**src/rtl/opl3_timers_pkg.sv**
```systemverilog
// Shared types and constants for the OPL3 Timer 1 / Timer 2 block.
package opl3_timers_pkg;

  localparam int TIMER1_PRESCALE = 4;
  localparam int TIMER2_PRESCALE = 16;

  localparam logic [7:0] TIMER1_ADDR     = 8'h02;
  localparam logic [7:0] TIMER2_ADDR     = 8'h03;
  localparam logic [7:0] TIMER_CTRL_ADDR = 8'h04;

  // Bit positions inside the timer control register (0x04)
  localparam int IRQ_RESET_BIT = 7;
  localparam int MASK1_BIT     = 6;
  localparam int MASK2_BIT     = 5;
  localparam int ST2_BIT       = 1;
  localparam int ST1_BIT       = 0;

  typedef struct packed {
    logic       valid;
    logic       bank_num;
    logic [7:0] address;
    logic [7:0] data;
  } opl3_reg_wr_t;

endpackage

```
**src/rtl/opl3_timers_if.sv**
```systemverilog
// Register-write stream, sample pacing and status/IRQ signals of the timer block.
interface opl3_timers_if;
  import opl3_timers_pkg::*;

  opl3_reg_wr_t opl3_reg_wr;
  logic         sample_clk_en;
  logic         force_timer_overflow;
  logic [7:0]   status;
  logic         irq_n;

  modport master (
    output opl3_reg_wr, sample_clk_en, force_timer_overflow,
    input  status, irq_n
  );

  modport slave (
    input  opl3_reg_wr, sample_clk_en, force_timer_overflow,
    output status, irq_n
  );
endinterface

```
**src/rtl/opl3_timers_counter.sv**
```systemverilog
// One OPL3 timer: prescaler plus 8-bit up-counter that reloads its preset on overflow.
module opl3_timer_counter #(
  parameter int PRESCALE = 4
) (
  input  logic       clk,
  input  logic       ic_n,
  input  logic       sample_clk_en,
  input  logic       start,
  input  logic [7:0] preset,
  output logic       overflow
);

  localparam int              PW      = (PRESCALE > 1) ? $clog2(PRESCALE) : 1;
  localparam logic [PW-1:0]   PS_LAST = PW'(PRESCALE - 1);

  logic          r_start_d;
  logic [PW-1:0] r_prescale;
  logic [7:0]    r_count;
  logic          w_start_edge;
  logic          w_tick;

  // The cycle after start rises is spent loading, so a pulse landing there is not counted
  assign w_start_edge = start & ~r_start_d;
  assign w_tick       = start & ~w_start_edge & sample_clk_en & (r_prescale == PS_LAST);
  assign overflow     = w_tick & (r_count == 8'hFF);

  always_ff @(posedge clk or negedge ic_n) begin
    if (!ic_n) begin
      r_start_d  <= 1'b0;
      r_prescale <= '0;
      r_count    <= 8'h00;
    end else begin
      r_start_d <= start;
      if (w_start_edge) begin
        r_count    <= preset;
        r_prescale <= '0;
      end else if (start && sample_clk_en) begin
        if (r_prescale == PS_LAST) begin
          r_prescale <= '0;
          r_count    <= (r_count == 8'hFF) ? preset : r_count + 8'd1;
        end else begin
          r_prescale <= r_prescale + PW'(1);
        end
      end
    end
  end

endmodule

```
**src/rtl/opl3_timers.sv**
```systemverilog
// OPL3 timer block: register decode, overflow flags, masks, status byte and IRQ.
module opl3_timers
  import opl3_timers_pkg::*;
(
  input  logic           clk,
  input  logic           ic_n,
  opl3_timers_if.slave   bus
);

  logic [7:0] r_preset1, r_preset2;
  logic       r_st1, r_st2, r_mask1, r_mask2;
  logic       r_ft1, r_ft2;
  logic [7:0] r_status;
  logic       r_irq_n;

  logic       w_bank0_wr, w_ctrl_wr, w_irq_clr;
  logic       w_ovf1, w_ovf2, w_set1, w_set2;

  assign w_bank0_wr = bus.opl3_reg_wr.valid & ~bus.opl3_reg_wr.bank_num;
  assign w_ctrl_wr  = w_bank0_wr & (bus.opl3_reg_wr.address == TIMER_CTRL_ADDR);
  assign w_irq_clr  = w_ctrl_wr & bus.opl3_reg_wr.data[IRQ_RESET_BIT];

  opl3_timer_counter #(.PRESCALE(TIMER1_PRESCALE)) u_timer1 (
    .clk(clk), .ic_n(ic_n), .sample_clk_en(bus.sample_clk_en),
    .start(r_st1), .preset(r_preset1), .overflow(w_ovf1)
  );

  opl3_timer_counter #(.PRESCALE(TIMER2_PRESCALE)) u_timer2 (
    .clk(clk), .ic_n(ic_n), .sample_clk_en(bus.sample_clk_en),
    .start(r_st2), .preset(r_preset2), .overflow(w_ovf2)
  );

  // Set sources outrank a simultaneous IRQ-reset write
  assign w_set1 = (w_ovf1 & ~r_mask1) | bus.force_timer_overflow;
  assign w_set2 = (w_ovf2 & ~r_mask2) | bus.force_timer_overflow;

  always_ff @(posedge clk or negedge ic_n) begin
    if (!ic_n) begin
      r_preset1 <= 8'h00;
      r_preset2 <= 8'h00;
      r_st1     <= 1'b0;
      r_st2     <= 1'b0;
      r_mask1   <= 1'b0;
      r_mask2   <= 1'b0;
      r_ft1     <= 1'b0;
      r_ft2     <= 1'b0;
      r_status  <= 8'h00;
      r_irq_n   <= 1'b1;
    end else begin
      if (w_bank0_wr && bus.opl3_reg_wr.address == TIMER1_ADDR)
        r_preset1 <= bus.opl3_reg_wr.data;
      if (w_bank0_wr && bus.opl3_reg_wr.address == TIMER2_ADDR)
        r_preset2 <= bus.opl3_reg_wr.data;
      if (w_ctrl_wr && !bus.opl3_reg_wr.data[IRQ_RESET_BIT]) begin
        r_mask1 <= bus.opl3_reg_wr.data[MASK1_BIT];
        r_mask2 <= bus.opl3_reg_wr.data[MASK2_BIT];
        r_st1   <= bus.opl3_reg_wr.data[ST1_BIT];
        r_st2   <= bus.opl3_reg_wr.data[ST2_BIT];
      end

      if (w_set1)         r_ft1 <= 1'b1;
      else if (w_irq_clr) r_ft1 <= 1'b0;
      if (w_set2)         r_ft2 <= 1'b1;
      else if (w_irq_clr) r_ft2 <= 1'b0;

      r_status <= {r_ft1 | r_ft2, r_ft1, r_ft2, 5'b00000};
      r_irq_n  <= ~(r_ft1 | r_ft2);
    end
  end

  assign bus.status = r_status;
  assign bus.irq_n  = r_irq_n;

endmodule
```
**src/flat_wrapper.sv**
```systemverilog
// flat-port wrapper written by rule: the top's interface ports become plain ports
module opl3_timers_flat import opl3_timers_pkg::*;
  (clk, ic_n, bus_opl3_reg_wr, bus_sample_clk_en, bus_force_timer_overflow, bus_status, bus_irq_n);
  opl3_timers_if bus_i ();
  input  logic clk;
  input  logic ic_n;
  input wire logic [$bits(bus_i.opl3_reg_wr)-1:0] bus_opl3_reg_wr;
  input wire logic [$bits(bus_i.sample_clk_en)-1:0] bus_sample_clk_en;
  input wire logic [$bits(bus_i.force_timer_overflow)-1:0] bus_force_timer_overflow;
  output wire logic [$bits(bus_i.status)-1:0] bus_status;
  output wire logic [$bits(bus_i.irq_n)-1:0] bus_irq_n;
  assign bus_i.opl3_reg_wr = bus_opl3_reg_wr;
  assign bus_i.sample_clk_en = bus_sample_clk_en;
  assign bus_i.force_timer_overflow = bus_force_timer_overflow;
  assign bus_status = bus_i.status;
  assign bus_irq_n = bus_i.irq_n;
  opl3_timers u_core (.clk(clk), .ic_n(ic_n), .bus(bus_i));
endmodule
```
**config.mk**
```make
export PLATFORM = sky130hd
export DESIGN_NAME = opl3_timers_flat
export DESIGN_NICKNAME = d
export VERILOG_FILES = /design/src/rtl/opl3_timers_pkg.sv /design/src/rtl/opl3_timers_if.sv /design/src/rtl/opl3_timers_counter.sv /design/src/rtl/opl3_timers.sv /design/src/flat_wrapper.sv
export SDC_FILE = /design/constraint.sdc
export NUM_CORES = 1
export LEC_CHECK = 0
export CAP_MARGIN = 20
export CORE_MARGIN = 10
export CORE_UTILIZATION = 55
export CTS_CLUSTER_DIAMETER = 30
export DETAILED_ROUTE_END_ITERATION = 8
export HOLD_SLACK_MARGIN = 0.12
export PLACE_DENSITY = 0.79
export SLEW_MARGIN = 40
export SYNTH_ARGS = -nofsm -noshare
export SYNTH_HDL_FRONTEND = slang
export SYNTH_SLANG_ARGS = --single-unit
```
**constraint.sdc**
```tcl
create_clock -name clk -period 3.08 [get_ports clk]
set_input_delay 0.462 -clock clk [delete_from_list [all_inputs] [get_ports clk]]
set_output_delay 0.462 -clock clk [all_outputs]
set_load 0.1 [all_outputs]
```
==> qor.yml, run 1 <==
outcome:
  status: "finished clean"
grt:
  antenna_found_initial: 0
  grt_pass1_wl_um: 8450
  first_global_vias: 1817
  overflow: 0
  grt_usage_pct: 13.7
  grt_start_max_net_pins: 51
setup_path:
  cp-start-kind: "primary input"
  reg2reg_depth: 5
  cp_slowest_cell: "or3b_2"
  critPathMaxStageDelay_ns: 0.49
  cp.required_ns: 3.27
  crit_type: "in2reg"
  cp_max_fo: 4
  path_cells: "clkdlybuf4s50_1 -> or3b_2 -> nor4_1 -> and2b_1 -> mux2_2"
  critPathCaptureType: "flop"
  r2r_slack_ns: 1.05
  r2r-start: "u_core.u_timer2.r_count[0]"
  cp.arrival_ns: 2.41
  r2r-end: "u_core.u_timer2.r_count[3]"
sta:
  clock_skew_ns: 0.00545
  slew_violations: 0
  maxSlewHeadroom_pct: 56.4
  setup_ws_ns: 0.856
  min_period_ns: 2.22
  period_share_pct: 72.2
  max_freq_ghz: 0.450
  whs_ns: 0.169
  hold_violations: 0
  fin_tns_setup_ns: 0
  finalSetupViolations: 0
  worst_slew_pin_slew_ns: 0.654
  rsz0062_at_grt: "no"
power_and_ir_drop:
  pwr-share-seq_pct: 56.9
  intPower_uw: 945
  max-vdd-ir-drop_v: 0.000337
  switching_power_uw: 344
  power_leakage_uw: 0.00122
  switching_share_pct: 26.7
  p_per_area_mw_per_mm2: 451
  comb_power_share_pct: 12.9
  clockPowerShare_pct: 30.2
routing:
  vias: 1882
  viasPerCell: 5.90
  drc_errors: 0
  route.met2.wl_um: 2280
  drt-total-wl_um: 5040
  met1_length_um: 2380
  drtIter0Drc: 84
  maxUsedRoutingLayer: "met4"
  routedWlPerCell_um: 15.8
  met3_length_um: 304
  drt_pre_antenna_iters: 4
  antenna_left: 0
placed_design:
  numPortBuffers: 25
  placed_area_sq_mm: 0.00277
  hpwl_um: 3780
  gp_congestion: 0.855
  place_ws_ns: 0.518
cts:
  clock_latency_ns: 0.30
  clk_path_buf_depth: 2
  postCtsSetupBuffers: 0
  htreeDepth: 2
  numCtsBuffers: 5
  clkSlewWorstSetupHoldPaths_ns: 0.08
  root_buffer: "clkbuf_8"
  hold_buffers: 0
  post_cts_resized: 0
  clock_sinks: 50
  cts_tree: "yes"
layout:
  nets: 292
  final_util_pct: 65.3
  syn2layout_area_growth_pct: 14.6
  final_cell_area_sq_mm: 0.00286
  seqCellArea_sq_mm: 0.00125
  n_antenna_cell: 0
  drive_gt1_share_pct: 15.7
  fillers: 348
  multi_input_area_sq_mm: 0.00117
logic_synthesis:
  synth_top_area_share_pct: 49.1
  seq_area_frac_synth_pct: 50.2
  async_flop_share_pct: 100
  netlist_top_cells_area: "dfrtp_1, mux2_2, nand2_1"
  syn_area_sq_mm: 0.00250
  yosysTopAreaCell: "dfrtp_1"
  synth_cell_types: 48
  yosys_warnings: 0
  synth_seq_cells: 50
  avgSynthCellArea_sq_um: 10.5
  ys.flop_type: "dfrtp_1"
  synthCells: 238
  synth_edf_count: 0
hold_path:
  hp-class: "in2async"
die:
  die_area_sq_mm: 0.00764
  rows: 24
  start_util_pct: 57.0
  ios: 31
  core_sq_mm: 0.00438
  die_width_um: 87.4
  die_h_um: 87.4
job:
  drv_cap: 0
## how the worst max path moves through the flow
stage                                   start                    endpoint  slack [ns]  cells past startpoint
after global placement    bus_opl3_reg_wr[17]              u_core.r_mask1        0.52                      5
final                     bus_opl3_reg_wr[17]              u_core.r_mask2        0.86                      5
after CTS                 bus_opl3_reg_wr[17]              u_core.r_mask2        0.84                      5
after global routing        bus_sample_clk_en  u_core.u_timer2.r_count[3]        0.74                      5
after detailed placement  bus_opl3_reg_wr[17]              u_core.r_mask2        0.52                      5
after floorplan           bus_opl3_reg_wr[13]         u_core.r_preset2[0]        1.09                      3
## cells in the mapped netlist, drive strengths merged (2+ instances only)
cell	number
a211o	2
a21boi	3
a21oi	5
a22oi	2
a31oi	2
a32oi	2
and2	2
buf	5
clkbuf	4
dfrtp	49
ha	4
inv	10
mux2	20
mux2i	4
nand2	26
nand2b	6
nand3	13
nand4	7
nor2	11
nor2b	3
nor4	6
o211ai	3
o21ai	18
o2bb2ai	3
or2	3
or3	2
or3b	2
or4	3
xor2	2
## cells in the final DEF (no fill, tap or decap), types with 3 or more instances in the layout
cell and count:
o21ai_0 17, clkbuf_8 6, o2bb2ai_1 3, nor2b_1 3, buf_4 6, nand3_1 13
mux2_2 20, nor2_1 11, a21boi_0 3, nor4_1 4, inv_1 10, nand4_1 7
mux2i_1 4, ha_1 4, nand2_1 26, or2_2 3, dfrtp_1 49, o211ai_1 3
clkdlybuf4s50_1 20, conb_1 5, nand2b_1 6, a21oi_1 5
## per-stage QoR
step	total power, uW	cells
after floorplan	848	242
after global placement	907	311
after detailed placement	914	311
after CTS	1300	319
after global routing	1350	319
final	1290	319
## cell type report
class | count | share of cell area, %
Timing Repair Buffer | 26 | 8.57
Inverter | 10 | 1.31
Tap cell | 52 | 2.27
Multi-Input combinational cell | 173 | 40.9
Clock buffer | 7 | 3.02
Sequential cell | 50 | 43.8
Clock inverter | 1 | 0.175
## cells by family (layout without fill, tap and decap cells)
family,Yosys count,after routing,share of synthesized area (%)
buffers and inverters,19,44,3.61
DFF,50,50,50.2
and+or+nand+nor,91,91,20.4
muxes,24,24,10.6
xor gates and xnor gates,3,3,1.05
adders and majority gates,4,4,2.00
AOI/OAI and AO/OA,46,46,12.0
other,1,5,0.150
## registers in the layout, summed over array words and instances (netlist names)
signal,flops
u_core.r_preset1,8
u_core.r_preset2,8
u_core.u_timer1.r_count,8
u_core.u_timer2.r_count,8
u_core.u_timer2.r_prescale,4
u_core.bus.status,3
u_core.u_timer1.r_prescale,2
u_core.bus.irq_n,1
u_core.r_ft1,1
u_core.r_ft2,1
u_core.r_mask1,1
u_core.r_mask2,1
u_core.r_st1,1
u_core.r_st2,1
u_core.u_timer1.r_start_d,1
u_core.u_timer2.r_start_d,1
## worst max-delay path: cells and delay by family
kind | cells | cell delay (ns)
muxes | 1 | 0.36
and+or+nand+nor | 3 | 1.12
buffers and inverters | 1 | 0.47
## power by group through the flow
stage,combinational (uW),sequential (uW),clock [uW]
floorplan,112,736,0
global placement,161,746,0
detailed placement,168,746,0
CTS,168,733,397
global route,187,741,420
finish,166,733,390
## routing by layer
layer / global-route usage [%] / up-vias
met2: 20.4 / 50
met5: 0 / -
met4: 5.07 / 0
li1: - / 914
met1: 18.2 / 912
met3: 3.93 / 6
(Power assumes the default switching activity.)
==> inputs of run 2 (changes only) <==
CORE_UTILIZATION = 50   (was 55)
PLACE_DENSITY = 0.76   (was 0.79)
clock period = 1.83 ns   (was 3.08 ns; I/O delays follow)
==> qor.yml, run 2 (same netlist as run 1, synthesis figures left out) <==
power_and_ir_drop:
  comb_power_share_pct: 14.6
  max-vdd-ir-drop_v: 0.000505
  switching_share_pct: 27.6
  total_power_uw: 2230
  p_per_area_mw_per_mm2: 696
  intPower_uw: 1620
  clockPowerShare_pct: 30.2
  power_leakage_uw: 0.00142
  switching_power_uw: 615
  pwr-share-seq_pct: 55.2
hold_path:
  hp-class: "reg2reg"
  holdPathStages: 0
routing:
  viasPerCell: 5.53
  antenna_left: 0
  drt_pre_antenna_iters: 5
  drc_errors: 0
  routedWlPerCell_um: 15.9
  vias: 2009
  drt-total-wl_um: 5760
  drtIter0Drc: 200
grt:
  grt_start_max_net_pins: 36
  first_global_vias: 2016
  antenna_found_initial: 0
  grt_usage_pct: 14.0
  grt_pass1_wl_um: 9570
  overflow: 0
setup_path:
  reg2reg_depth: 6
  critical-path-top-delay-family: "simple AND/OR/NAND/NOR gates"
  cp.required_ns: 2.03
  cp_max_fo: 8
  crit_type: "in2reg"
  critPathBufInv: 3
  critPathCaptureType: "flop"
  cp_slowest_cell: "or4_4"
  cp.arrival_ns: 1.99
  path_cells: "dlygate4sd2_1 -> or4_4 -> buf_6 -> nor4_4 -> buf_6 -> mux2_4"
  critPathMaxStageDelay_ns: 0.58
  cp-start-kind: "primary input"
  cpMostUsedCell: "buf_6"
  cp_num_cells: 6
placed_design:
  placed_area_sq_mm: 0.00302
  numPortBuffers: 25
  dpl.cell_count: 354
  gp_congestion: 0.826
  hpwl_um: 4310
cts:
  clock_sinks: 50
  clock_latency_ns: 0.31
  clk_path_buf_depth: 2
  numCtsBuffers: 5
  htreeDepth: 2
  clkSlewWorstSetupHoldPaths_ns: 0.09
  cts_tree: "yes"
  root_buffer: "clkbuf_8"
layout:
  fillers: 352
  seqCellArea_sq_mm: 0.00125
  final_cell_area_sq_mm: 0.00321
  syn2layout_area_growth_pct: 28.4
  multi_input_area_sq_mm: 0.00124
  final_common_cell: "dfrtp_1"
  drive_gt1_share_pct: 25.7
  layout_common_cells: "dfrtp_1, buf_4, nand2_1, o21ai_0, clkdlybuf4s50_1"
  n_antenna_cell: 0
  nets: 321
  final_cells: 363
die:
  die_area_sq_mm: 0.00822
  rows: 25
  die_width_um: 90.7
  core_sq_mm: 0.00479
  die_h_um: 90.7
  start_util_pct: 52.2
  ios: 31
sta:
  finalSetupViolations: 0
  slew_violations: 0
  clock_skew_ns: 0.00440
  min_period_ns: 1.79
  period_share_pct: 97.9
  max_freq_ghz: 0.558
  hold_violations: 0
  rsz0062_at_grt: "no"
job:
  drv_cap: 0
outcome:
  status: "finished clean"
run 2: per-stage QoR:
| stage | util (%) | hold slack, ns | setup TNS (ns) | worst slack (ns) |
|---|---|---|---|---|
| global placement | 63.1 | 0.225 | -8.73 | -0.446 |
| floorplan | - | -0.0211 | 0 | 0.0251 |
| CTS | 66.1 | 0.417 | 0 | 0.0348 |
| detailed placement | 63.1 | 0.223 | -9.62 | -0.500 |
| finish | 67.0 | 0.414 | 0 | 0.0379 |
| global route | 67.0 | 0.435 | 0 | 0.0000582 |
run 2: path summary, 6_finish.rpt:
| path | from | to | slack (ns) |
|---|---|---|---|
| setup / recovery | bus_opl3_reg_wr[14] | u_core.r_preset1[4] | 0.04 |
| hold / removal | u_core.r_ft1 | u_core.bus.status[6] | 0.41 |
| setup reg to reg | u_core.u_timer2.r_count[0] | u_core.r_ft2 | 0.07 |
| hold reg to reg | u_core.r_ft1 | u_core.bus.status[6] | 0.41 |
| max in group asynchronous | ic_n | u_core.bus.irq_n | 0.82 |
| min in group asynchronous | ic_n | u_core.u_timer1.r_count[7] | 0.44 |
run 2: routing by layer:
metal  vias to the layer above  part of all wire [%]  global-route usage (%)
met2                        59                    47                    22.2
met1                       976                    46                    17.4
li1                        968                     -                       -
met3                         6                   6.6                    4.66
met4                         0                   1.2                    4.64
met5                         -                     0                       0
run 2: cell type report:
type,instances,area share [%]
flip-flops and latches,50,39.1
well taps,67,2.62
clock inverters,2,0.390
clock buffers,6,2.58
inverters,10,1.17
repair buffers,55,15.4
multi-input cells,173,38.8
run 2: worst reg2reg max path: cells and delay by family (launching register included):
family | cells | cell delay (ns)
buffers and inverters | 1 | 0.16
adders and majority gates | 1 | 0.20
and+or+nand+nor | 3 | 0.88
DFF | 1 | 0.38
AOI/OAI and AO/OA | 1 | 0.09
run 2: power by group through the flow:
| stage | Sequential (uW) | Clock (uW) | Combinational, uW |
|---|---|---|---|
| 5_1_grt | 1240 | 725 | 362 |
| 4_1_cts | 1230 | 684 | 325 |
| 2_1_floorplan | 1240 | 0 | 189 |
| 6_report | 1230 | 675 | 325 |
| 3_3_place_gp | 1250 | 0 | 310 |
| 3_5_place_dp | 1250 | 0 | 320 |
run 2: repair_timing:
item,4_1_cts,5_1_grt
gates resized for setup,16,6
buffers inserted,0,0
endpoints found under the setup margin,21,14
hold endpoints to repair,15,0
hold buffers,1,0
pin swaps,2,2
==> inputs of run 3 (changes only) <==
--- a/config.mk
+++ b/config.mk
@@ -8,9 +8,10 @@
 export CAP_MARGIN = 20
 export CORE_MARGIN = 10
-export CORE_UTILIZATION = 50
+export CORE_UTILIZATION = 55
 export CTS_CLUSTER_DIAMETER = 30
 export DETAILED_ROUTE_END_ITERATION = 8
+export DONT_BUFFER_PORTS = 1
 export HOLD_SLACK_MARGIN = 0.12
-export PLACE_DENSITY = 0.76
+export PLACE_DENSITY = 0.73
 export SLEW_MARGIN = 40
 export SYNTH_ARGS = -nofsm -noshare
==> constraint.sdc (replaced) <==
create_clock -name clk -period 1.83 [get_ports clk]
set_input_delay 0.2745 -clock clk [delete_from_list [all_inputs] [get_ports clk]]
set_output_delay 0.2745 -clock clk [all_outputs]
set_load 0.005 [all_outputs]
==> qor.yml, run 3 (same netlist as run 1, synthesis figures left out) <==
outcome:
  status: "finished clean"
cts:
  clock_sinks: 50
  clkSlewWorstSetupHoldPaths_ns: 0.09
  numCtsBuffers: 5
  clock_latency_ns: 0.30
  htreeDepth: 2
  root_buffer: "clkbuf_8"
  clk_path_buf_depth: 2
  cts_tree: "yes"
die:
  die_h_um: 87.4
  ios: 31
  start_util_pct: 57.0
  rows: 24
  core_sq_mm: 0.00438
  die_width_um: 87.4
  die_area_sq_mm: 0.00764
setup_path:
  critPathBufInv: 0
  cp-start-kind: "flop"
  cp.arrival_ns: 1.98
  cp_slowest_cell: "or4_1"
  cpMostUsedCell: "nand3_1"
  critPathMaxStageDelay_ns: 0.48
  cp.required_ns: 2.07
  cp_max_fo: 5
  critPathCaptureType: "flop"
  crit_type: "reg2reg"
  critical-path-top-delay-family: "simple AND/OR/NAND/NOR gates"
  path_cells: "ha_1 -> nand3_1 -> or2_2 -> or4_1 -> nand3_1"
power_and_ir_drop:
  switching_power_uw: 550
  p_per_area_mw_per_mm2: 814
  switching_share_pct: 22.7
  intPower_uw: 1870
  max-vdd-ir-drop_v: 0.000526
  clockPowerShare_pct: 39.1
  total_power_uw: 2420
  comb_power_share_pct: 9.8
  pwr-share-seq_pct: 51.1
  power_leakage_uw: 0.00128
layout:
  final_common_cell: "dfrtp_1"
  seqCellArea_sq_mm: 0.00125
  multi_input_area_sq_mm: 0.00119
  n_antenna_cell: 0
  layout_common_cells: "dfrtp_1, nand2_1, mux2_2, o21ai_0, dlygate4sd3_1"
  fillers: 329
  final_util_pct: 67.9
  drive_gt1_share_pct: 20.3
  syn2layout_area_growth_pct: 19.1
  nets: 296
sta:
  finalSetupViolations: 0
  rsz0062_at_grt: "yes"
  clock_skew_ns: 0.00287
  max_freq_ghz: 0.575
  slew_violations: 0
  period_share_pct: 95.1
  hold_violations: 0
  min_period_ns: 1.74
  whs_ns: 0.126
routing:
  viasPerCell: 5.93
  vias: 1917
  routedWlPerCell_um: 17.3
  drt_pre_antenna_iters: 4
  antenna_left: 0
  drc_errors: 0
  drtIter0Drc: 222
  drt-total-wl_um: 5580
placed_design:
  hpwl_um: 3820
  numPortBuffers: 0
  gp_congestion: 0.863
grt:
  grt_pass1_wl_um: 9130
  antenna_found_initial: 0
  grt_usage_pct: 14.8
  grt_start_max_net_pins: 51
  first_global_vias: 1852
  overflow: 0
job:
  drv_cap: 0
hold_path:
  hp-class: "in2reg"
[run 3: cell types whose count changed in the layout (fill, tap and decap cells not counted), moves of 2 or more]
cell / change
buf_4: -15
clkdlybuf4s50_1: -15
dlygate4sd3_1: +14
mux2_2: +7
mux2_4: -7
dlygate4sd2_1: -4
buf_12: -2
buf_6: -2
bufinv_16: +2
nor4_1: +2
nor4_4: -2
[run 3: through the flow]
stage | setup TNS, ns | instances | instance area (sq um) | setup slack, ns
2_1_floorplan | 0 | 242 | 2510 | 0.0251
3_5_place_dp | -0.539 | 298 | 2620 | -0.0694
4_1_cts | 0 | 316 | 2880 | 0.0508
6_report | 0 | 323 | 2980 | 0.0904
5_1_grt | -0.0106 | 323 | 2980 | -0.0106
3_3_place_gp | -0.151 | 298 | 2620 | -0.0367
[run 3: routing by layer]
metal	vias to the layer above	track usage [%]	wire length (um)
met2	66	21.6	2570
li1	921	-	-
met5	-	0	0
met4	0	4.06	70
met3	8	5.52	473
met1	922	19.9	2460
[run 3: power by group through the flow]
stage,Combinational (uW),Clock [uW],Sequential (uW)
after floorplan,146,0,1240
after detailed placement,166,0,1250
final,237,947,1240
after global placement,158,0,1250
after CTS,212,953,1230
after global routing,270,1000,1250
[run 3: layout make-up]
| type | instances | area share, % |
|---|---|---|
| sequential | 50 | 42.1 |
| clock buffer | 6 | 2.78 |
| inverter | 10 | 1.26 |
| timing repair buffer | 30 | 9.50 |
| tap | 52 | 2.19 |
| clock inverter | 2 | 2.02 |
| multi-input combinational | 173 | 40.2 |
[run 3: worst reg2reg max path: cells and delay by family (launching register included)]
| kind | cells | cell delay, ns |
|---|---|---|
| AND/OR/NAND/NOR | 4 | 1.07 |
| adder cells (fa/ha/maj) | 1 | 0.22 |
| flip-flops | 1 | 0.41 |
[run 3: path summary, 6_finish.rpt]
| path | from | endpoint | slack (ns) | cells after the start |
|---|---|---|---|---|
| worst min-delay path | bus_opl3_reg_wr[1] | u_core.r_st2 | 0.13 | 1 |
| worst min register to register | u_core.r_ft2 | u_core.bus.status[5] | 0.41 | 0 |
| worst max-delay path | u_core.u_timer1.r_count[0] | u_core.u_timer1.r_count[6] | 0.09 | 5 |
| worst max register to register | u_core.u_timer1.r_count[0] | u_core.u_timer1.r_count[6] | 0.09 | 5 |
| max in group asynchronous | ic_n | u_core.bus.irq_n | 1.07 | 2 |
| min in group asynchronous | ic_n | u_core.u_timer1.r_count[3] | 0.47 | 2 |
[run 3: timing repair]
item | CTS | global route
buffers inserted | 0 | 1
endpoints found under the hold margin | 61 | 8
hold buffers | 10 | 6
gates resized for setup | 0 | 4
endpoints found under the setup margin | 0 | 2
==> RTL change, RTL diff (flow settings as in run 2) <==
Change the package constant `TIMER2_PRESCALE` from 16 to 32.
--- a/src/rtl/opl3_timers_pkg.sv
+++ b/src/rtl/opl3_timers_pkg.sv
@@ -2,7 +2,7 @@
 package opl3_timers_pkg;
 
   localparam int TIMER1_PRESCALE = 4;
-  localparam int TIMER2_PRESCALE = 16;
+  localparam int TIMER2_PRESCALE = 32;
 
   localparam logic [7:0] TIMER1_ADDR     = 8'h02;
   localparam logic [7:0] TIMER2_ADDR     = 8'h03;
Formal check against the unedited RTL: same outputs for any inputs over 10 cycles, from zero or initial values; that may be too few to reach the edited logic, so the function may still have changed.
==> RTL change against run 2 <==
  * Synthesized area grew 2.8%
  * Routed wire length up 2.1%
  * Design area increased by 1.6%
  * Count of clock-buffer cells in the layout rose by 2
  * Sequential power increased by 3%
  * Critical path depth shrank 1
  * Worst setup slack improved by 48 ps
  * Power grew 6.5%
  * Sequential cell count is 1 higher
==> RTL change: results (changes against run 2) <==
.. list-table::
   :header-rows: 1

   * - Metric
     - Value
   * - Fill count
     - 424 (+20%)
   * - Wire length of the first global-routing pass
     - 10090 um (+5.5%)
   * - Layout area overhead
     - 26.85%
   * - Register area
     - 1277 um^2 (+2.0%)
   * - Post-cts resize count
     - 17 (+1)
   * - Fraction of area in clock buffers and inverters
     - 3.073% (+0.11 points)
   * - Multi-input gate share of total cell area
     - 40.07% (+1.3 points)
   * - First-pass detailed-route iteration total
     - 4 (-1)
   * - Mean number of vias per cell
     - 5.762 (+4.1%)
   * - Worst setup slack for register-to-register paths
     - 120 ps (+50 ps)
   * - Final net count
     - 317 (-1.2%)
   * - Violation count after the first detailed-routing iteration
     - 141 (-30%)
   * - GRT met1 Usage
     - 18.10% (+0.66 points)
   * - Clkbuf count
     - 8 (+2)
   * - Via count of the first global-routing pass
     - 2131 (+5.7%)
   * - Part of the power in registers
     - 53.5% (-1.7 points)
   * - Worst Reg2Reg Path Length in Cells
     - 7 (+1)
   * - PwrDens
     - 730.2 nW/um^2 (+4.8%)
   * - Signal buffers share of area
     - 14.14% (-1.2 points)
   * - Combinational cell fraction of total power
     - 16.7% (+2.1 points)
   * - Placed cell area
     - 3058 um^2 (+1.2%)
   * - Half-perimeter wire length of the detailed placement result
     - 4297 um (-0.25%)
   * - Met3 wire len
     - 337 um (-11%)
   * - Run status
     - finished, final reports clean
   * - Critical path endpoint
     - u_core.r_mask1$_DFFE_PN0P_
   * - DP Worst Slack
     - -573.2 ps (-72.87 ps)
   * - Met3 Resource Use GR
     - 3.667% (-0.99 points)
   * - Detailed-route wire length per cell
     - 16.30 um (+2.7%)
## RTL change: kinds of logic after synthesis
logic type,Yosys count,synth area share [%]
buffers and inverters,18,3.362
other,1,0.1461
adder cells (fa/ha/maj),5,2.437
flip-flops,51,49.76
XOR/XNOR,2,0.6824
AND/OR/NAND/NOR,80,17.84
AO/OA/AOI/OAI,59,15.45
multiplexers,24,10.33
## RTL change: how the worst min path moves through the flow
stage	end	slack (ps)	depth (start not counted)
after floorplan	u_core.bus.status[5]$_DFF_PN0_	-20	0
after global placement	u_core.u_timer1.r_count[2]$_DFFE_PN0P_	280	2
after detailed placement	u_core.u_timer1.r_count[2]$_DFFE_PN0P_	290	2
after CTS	u_core.bus.status[6]$_DFF_PN0_	410	0
after global routing	u_core.bus.status[6]$_DFF_PN0_	420	0
final	u_core.bus.status[6]$_DFF_PN0_	410	0
